==> src/rtl/imm_gen_queue.sv <==
// Immediate generator with a FIFO_DEPTH-entry output queue and valid/ready handshakes on both sides.
// Optional per-entry error flag (imm_src 000/111) enabled by defining IMMGEN_ERR_CHECK_EN.
module imm_gen_queue #(
  parameter int XLEN       = 32,
  parameter int FIFO_DEPTH = 2
) (
  input  logic                          clk,
  input  logic                          reset,
  input  logic                          in_valid,
  output logic                          in_ready,
  input  logic [31:0]                   instruction,
  input  logic [2:0]                    imm_src,
  output logic                          out_valid,
  input  logic                          out_ready,
  output logic [XLEN-1:0]               immediate,
  output logic [2:0]                    out_fmt,
  output logic [$clog2(FIFO_DEPTH):0]   count
`ifdef IMMGEN_ERR_CHECK_EN
  ,
  output logic                          out_err
`endif
);

  localparam int PTR_W = $clog2(FIFO_DEPTH);
  localparam int CNT_W = PTR_W + 1;

  // Extract the format's immediate as a 32-bit signed value, then sign-extend to XLEN.
  function automatic logic signed [XLEN-1:0] ext_imm(input logic [31:7] ins,
                                                     input logic [2:0]  src);
    logic signed [31:0] t;
    t = '0;
    case (src)
      3'b001:  t = {{20{ins[31]}}, ins[31:20]};
      3'b010:  t = {{20{ins[31]}}, ins[31:25], ins[11:7]};
      3'b011:  t = {{19{ins[31]}}, ins[31], ins[7], ins[30:25], ins[11:8], 1'b0};
      3'b100:  t = {{11{ins[31]}}, ins[31], ins[19:12], ins[20], ins[30:21], 1'b0};
      3'b101:  t = {ins[31:12], 12'b0};
      3'b110:  t = {27'b0, ins[19:15]};
      default: t = '0;
    endcase
    return XLEN'(t);
  endfunction

  logic [PTR_W-1:0]        wr_ptr;
  logic [PTR_W-1:0]        rd_ptr;
  logic [CNT_W-1:0]        count_q;
  logic                    rdy_q;

  logic signed [XLEN-1:0]  mem_imm [FIFO_DEPTH];
  logic [2:0]              mem_fmt [FIFO_DEPTH];
`ifdef IMMGEN_ERR_CHECK_EN
  logic                    mem_err [FIFO_DEPTH];
  logic                    err_p0;
`endif

  logic signed [XLEN-1:0]  imm_p0;
  logic                    push_p0;
  logic                    pop_p0;
  logic                    unused_opcode;

  // p0: decode and handshake; opcode bits never contribute to any immediate
  assign unused_opcode = ^instruction[6:0];
  assign imm_p0        = ext_imm(instruction[31:7], imm_src);
`ifdef IMMGEN_ERR_CHECK_EN
  assign err_p0        = (imm_src == 3'b000) || (imm_src == 3'b111);
`endif

  // rdy_q keeps in_ready low during reset and for the edge that releases it
  assign in_ready  = rdy_q && (count_q != CNT_W'(FIFO_DEPTH));
  assign out_valid = (count_q != '0);
  assign push_p0   = in_valid && in_ready;
  assign pop_p0    = out_valid && out_ready;

  always_ff @(posedge clk or posedge reset) begin
    if (reset) begin
      wr_ptr  <= '0;
      rd_ptr  <= '0;
      count_q <= '0;
      rdy_q   <= 1'b0;
    end else begin
      rdy_q <= 1'b1;
      if (push_p0) begin
        wr_ptr <= wr_ptr + PTR_W'(1);
      end
      if (pop_p0) begin
        rd_ptr <= rd_ptr + PTR_W'(1);
      end
      case ({push_p0, pop_p0})
        2'b10:   count_q <= count_q + CNT_W'(1);
        2'b01:   count_q <= count_q - CNT_W'(1);
        default: count_q <= count_q;
      endcase
    end
  end

  // p1: queue storage, data path only
  always_ff @(posedge clk) begin
    if (push_p0) begin
      mem_imm[wr_ptr] <= imm_p0;
      mem_fmt[wr_ptr] <= imm_src;
`ifdef IMMGEN_ERR_CHECK_EN
      mem_err[wr_ptr] <= err_p0;
`endif
    end
  end

  // Head outputs are forced to zero when empty so no stale entry leaks out
  assign immediate = out_valid ? mem_imm[rd_ptr] : '0;
  assign out_fmt   = out_valid ? mem_fmt[rd_ptr] : 3'b000;
  assign count     = count_q;
`ifdef IMMGEN_ERR_CHECK_EN
  assign out_err   = out_valid ? mem_err[rd_ptr] : 1'b0;
`endif

endmodule

==> config.mk <==
export PLATFORM = sky130hd
export DESIGN_NAME = imm_gen_queue
export DESIGN_NICKNAME = d
export VERILOG_FILES = /design/src/rtl/imm_gen_queue.sv
export SDC_FILE = /design/constraint.sdc
export NUM_CORES = 1
export LEC_CHECK = 0
export ABC_CLOCK_PERIOD_IN_PS = 6100
export BUFFER_PORTS_ARGS = -buffer_cell sky130_fd_sc_hd__buf_2
export CAP_MARGIN = 20
export CELL_PAD_IN_SITES_DETAIL_PLACEMENT = 1
export CELL_PAD_IN_SITES_GLOBAL_PLACEMENT = 1
export CORE_MARGIN = 3
export CORE_UTILIZATION = 46
export CTS_CLUSTER_SIZE = 40
export DETAILED_ROUTE_END_ITERATION = 8
export PLACE_DENSITY = 0.93
export SLEW_MARGIN = 5
export SYNTH_ARGS = -nofsm -noshare
export SYNTH_HDL_FRONTEND = slang
export SYNTH_SLANG_ARGS = --single-unit
==> constraint.sdc <==
create_clock -name clk -period 6.1 [get_ports clk]
set_input_delay 0.61 -clock clk [delete_from_list [all_inputs] [get_ports clk]]
set_output_delay 0.61 -clock clk [all_outputs]
set_load 0.01 [all_outputs]
==> results.md, run 1 <==
- Status: completed
- Slowest cell on crit path: dfrtp_2
- Die Area: 0.00847 mm2
- Area leader, netlist: edfxtp_1
- Die height: 92.0 um
- Routability cong.: 0.755
- Lkg Pwr: 1.67 nW
- DR WL/cell: 19.2 um
- CTS clk-pin slew, worst paths: 0.07 ns
- Fin crit share: 43.7%
- Ys Warns: 0
- Crit Path Max Fanout: 36
- Initial Util: 48.7%
- CTS Sinks: 75
- I/O pin cnt: 78
- Largest net degree at the start of global routing: 37
- Cell Area, Synth: 0.00340 mm2
- Syn_nets: 297
- Worst Path Arrival: 2.06 ns
- VDD IR max: 0.224 mV
- Slew Viols, Final: 0
- I/O Buffers: 70
- Final wirelength: 8.16 mm
- Vias per cell: 5.34
- Detail Placement HPWL: 5.51 mm
- Final Skew: 0.00527 ns
- Area contributors post-synth: edfxtp_1 62%, mux2i_1 12%, nor2_1 4.2%
- CORE AREA: 0.00698 mm2
- First-pass GRT wire length: 12.8 mm
- Slew margin rel.: 27.5%
- Worst-Skew Late Latency: 0.34 ns
- 1st-pass router iterations: 4
- Critical path class: reg2out
- Endpoints failing hold: 0
- TritonCTS clock tree: yes
- P&R area growth vs syn: 18.5%
- Vias in the first global route: 2419
- Synth unique cells: 33
- Avg Inst Size Synth: 13.2 um2
- Gate Count Post-Synth: 257
- TritonCTS Buffers: 9
- Clock buffer depth: 2
- Setup TNS: 0 ns
- Pwr/cell area: 431 mW/mm2
- Ratio of cells with drive above 1 in the final layout: 29.0%
- Slew @ Worst Pin: 1.09 ns
- DR vias: 2266
- # nets final: 363
- Clk root buf: clkbuf_8
- Max stage delay on crit path: 1.08 ns
- CP cell instances: mux2i_1, nor2_1, buf_2
- Synth top cells by count: 70 x edfxtp_1, 40 x mux2i_1, 38 x nor2_1
- WHS: 0.155 ns
- Maximum capacitance violations: 0
- DRT antenna net count: 0
- Pwr Total: 1.74 mW
- Most numerous cell in the Yosys netlist: edfxtp_1
- # H-tree levels: 3
- Post-CTS Resized: 0
- CP bufs+invs: 1
- Worst Path Required: 5.49 ns
- Fin crit period: 2.67 ns
- Seq/Total Area, Yosys: 65.4%
- Synth top area share: 61.8%
- Initial antenna violation count: 0
- Seq cells post-synth: 75
- Layout fillers: 753
- Hold crit path type: in2async
- GRT overflow: 0
- Synth Flop Type: edfxtp_1
- Cell row count: 30
- Initial DRC count: 163
- Die width: 92.0 um
- Hold-fix buffers at CTS: 0
- RSZ-0062 raised after global routing: false
- Final design utilization: 57.8%
- # Post-CTS Setup Buffers: 0
- Top achievable clock speed: 375 MHz
- Synth async-reset ratio: 6.67%
- Antenna Cells: 0
- Dominant delay contributor by cell family on the critical path: flip-flops
- GRT Overall Usage: 20.1%
- Setup crit start kind: register
- Number of flops mapped to enable cells by yosys: 70
- Setup-failing EPs final: 0
- Residual DRC: 0
- CP endpoint kind: output pin
metal layers:
metal	vias up	track usage, %	wire [um]
met5	-	0	0
met4	0	10.4	248
met3	21	4.18	383
met2	82	34.5	4290
met1	1111	23.9	3230
li1	1052	-	-
worst register-to-register path, delay by kind of cell (launching register included):
kind,cells,cell delay [ns]
and+or+nand+nor,3,0.81
DFF,1,0.51
adders and majority gates,1,0.31
xor gates and xnor gates,1,0.12
buffers and inverters,1,0.07
logic make-up after synthesis:
logic type | Yosys count | synth area share (%)
AOI/OAI and AO/OA | 37 | 6.73
xor gates and xnor gates | 5 | 1.29
adders and majority gates | 1 | 0.368
buffers and inverters | 20 | 3.49
DFF | 75 | 65.4
muxes | 41 | 12.1
other | 1 | 0.110
and+or+nand+nor | 77 | 10.5
layout by cell type, fill, tap and decap left out, types with 2 or more instances in the layout:
cell	count
buf_2	70
edfxtp_1	70
mux2i_1	40
nor2_1	37
nand2_1	20
a21oi_1	11
o21ai_1	11
clkbuf_8	9
and2_1	7
o22ai_1	5
xnor2_1	4
a22oi_1	4
dfrtp_1	4
clkinv_1	3
bufinv_16	3
inv_2	2
nand2b_1	2
nor2b_1	2
and2b_1	2
o21a_1	2
state kept, by name, indices dropped and copies added (netlist names):
| signal | cells |
|---|---|
| count | 2 |
| mem_fmt | 6 |
| mem_imm | 64 |
| rd_ptr | 1 |
| rdy_q | 1 |
| wr_ptr | 1 |
through the flow:
step	area, um2	std cells	setup WS, ns
detailed placement	3780	407	3.77
CTS	4010	423	3.39
floorplan	3400	257	3.47
finish	4030	424	3.43
global route	4030	424	3.34
global placement	3780	407	3.82
final cells by class:
| type | count | area (um2) | area share, % |
|---|---|---|---|
| Multi-Input combinational cell | 162 | 1060 | 26.4 |
| Inverter | 3 | 11.3 | 0.279 |
| Sequential cell | 75 | 2230 | 55.3 |
| Tap cell | 96 | 120 | 2.98 |
| Clock buffer | 9 | 124 | 3.07 |
| Clock inverter | 7 | 106 | 2.64 |
| Timing Repair Buffer | 72 | 378 | 9.37 |
power breakdown:
| group | leakage, nW | switching (mW) | internal, mW |
|---|---|---|---|
| combinational | 0.851 | 0.306 | 0.245 |
| clock | 0.116 | 0.174 | 0.267 |
| sequential | 0.706 | 0.0998 | 0.648 |
path summary, 6_finish.rpt:
kind | from | end | slack [ns] | cells after the start
worst max-delay path | rd_ptr | immediate[23] | 3.43 | 3
worst min-delay path | reset | count[1] | 0.15 | 2
worst max register to register | count[0] | count[1] | 4.22 | 6
worst min register to register | wr_ptr | wr_ptr | 0.57 | 1
max in group asynchronous | reset | rd_ptr | 5.76 | 2
min in group clk | wr_ptr | wr_ptr | 0.57 | 1
Note: power is estimated with default switching activity, not from simulation.
==> inputs of run 2 (changes only) <==
- ABC_CLOCK_PERIOD_IN_PS: 6100 -> 2500
- CORE_UTILIZATION: 46 -> 43
- PLACE_DENSITY: 0.93 -> 0.88
- clock period: 6.1 -> 2.5 ns (I/O delays scaled with it)
==> run 2 against run 1 <==
Register-to-register slack worse by 3.4 ns. Via count grew 0.53%. Worst setup slack worse by 3.0 ns. Die area rose by 6.5%. Core utilization fell by 3.2 points. Non-clock buffer count rose by 6.
==> results.md, run 2 (synthesis results as in run 1) <==
- Status: completed
- Detail Placement HPWL: 5.52 mm
- Clk root buf: clkbuf_8
- Worst-Skew Late Latency: 0.34 ns
- DRT antenna net count: 0
- WHS: 0.197 ns
- GRT Overall Usage: 19.0%
- GRT overflow: 0
- Endpoints failing hold: 0
- 1st-pass router iterations: 4
- Layout fillers: 813
- Fin crit share: 80.9%
- Routability cong.: 0.743
- Top achievable clock speed: 494 MHz
- Most flop-heavy register: mem_imm
- P&R area growth vs syn: 19.4%
- CP endpoint kind: output pin
- Final design utilization: 54.6%
- Worst Path Arrival: 1.77 ns
- Hold path cells: 3
- CTS clk-pin slew, worst paths: 0.08 ns
- Lkg Pwr: 1.69 nW
- Vias per cell: 5.26
- # H-tree levels: 3
- Setup TNS: 0 ns
- # nets final: 369
- Int Power: 2.76 mW
- Cell row count: 31
- Maximum capacitance violations: 0
- Pwr Total: 4.23 mW
- Area of the multi-input gates: 0.00106 mm2
- Antenna Cells: 0
- Vias in the first global route: 2452
- Post-CTS Resized: 0
- Clock network power share: 24.5%
- Critical path class: reg2out
- Slew @ Worst Pin: 0.518 ns
- Ratio of cells with drive above 1 in the final layout: 30.8%
- Residual DRC: 0
- I/O pin cnt: 78
- CTS Sinks: 75
- Final wirelength: 8.05 mm
- DR vias: 2278
- Largest net degree at the start of global routing: 36
- Initial DRC count: 100
- Setup-failing EPs final: 0
- VDD IR max: 0.347 mV
- DR WL/cell: 18.6 um
- TritonCTS Buffers: 9
- Initial Util: 45.7%
- I/O Buffers: 70
- Setup crit start kind: register
- Reg area: 0.00223 mm2
- R2r worst-path depth: 7
- TritonCTS clock tree: yes
- Largest register FFs: 64
- Sw Pwr: 1.47 mW
- CORE AREA: 0.00745 mm2
- Sw Ratio: 34.8%
- Logic pwr share: 34.4%
- Die height: 95.0 um
- Die Area: 0.00902 mm2
- Worst Path Required: 2.25 ns
- Slew Viols, Final: 0
- RSZ-0062 raised after global routing: false
- Fin crit period: 2.02 ns
- Commonest non-fill, non-tap cells in the layout: 70 x buf_2, 70 x edfxtp_1, 40 x mux2i_1
- Final Skew: 0.00653 ns
- Die width: 95.0 um
- Pwr/cell area: 1040 mW/mm2
- Slew margin rel.: 65.3%
- Sequential share of power: 41.0%
- Hold crit path type: in2reg
- First-pass GRT wire length: 12.6 mm
- Crit Path Max Fanout: 15
- Initial antenna violation count: 0
- Clock buffer depth: 2
run 2: final cells by class:
type | count | share of cell area, %
clock buffers | 9 | 3.05
clock inverters | 7 | 2.46
inverters | 3 | 0.277
multi-input cells | 162 | 26.2
flip-flops and latches | 75 | 54.8
well taps | 99 | 3.05
repair buffers | 78 | 10.2
run 2: power by group through the flow:
stage | logic, mW | registers [mW] | clock network, mW
2_1_floorplan | 1.02 | 1.67 | 0
3_3_place_gp | 1.43 | 1.75 | 0
3_5_place_dp | 1.48 | 1.77 | 0
4_1_cts | 1.49 | 1.74 | 1.06
5_1_grt | 1.62 | 1.76 | 1.12
6_report | 1.46 | 1.74 | 1.04
run 2: repair_timing:
| item | CTS | global route |
|---|---|---|
| setup buffers | 0 | 0 |
| hold buffers | 1 | 0 |
| setup endpoints to repair | 0 | 0 |
| endpoints found under the hold margin | 5 | 0 |
run 2: per-stage QoR:
stage          setup WS [ns]  cell area (um2)  std cells
5_1_grt                0.337             4070        433
3_5_place_dp           0.744             3830        416
2_1_floorplan          0.427             3410        257
4_1_cts                0.428             4070        433
3_3_place_gp           0.831             3830        416
6_report               0.477             4070        433
run 2: path summary, 6_finish.rpt:
check | slack (ns) | from | to
setup / recovery | 0.48 | rd_ptr | immediate[30]
hold / removal | 0.20 | instruction[13] | mem_imm[0][13]
setup reg to reg | 0.78 | count[0] | count[1]
hold reg to reg | 0.58 | wr_ptr | wr_ptr
max in group asynchronous | 1.96 | reset | rd_ptr
min in group asynchronous | 0.35 | reset | rd_ptr
run 2: critical path, stage by stage, from the launching register on:
cell and delay [ns]:
dfrtp_2 0.66, buf_4 0.33, mux2i_1 0.24, nor2_1 0.06, buf_2 0.15
run 2: metal layers:
layer,GRT usage (%),share of wire [%]
met3,3.98,4.9
met4,7.81,1.9
met5,0,0
met2,33.4,53
met1,22.7,40
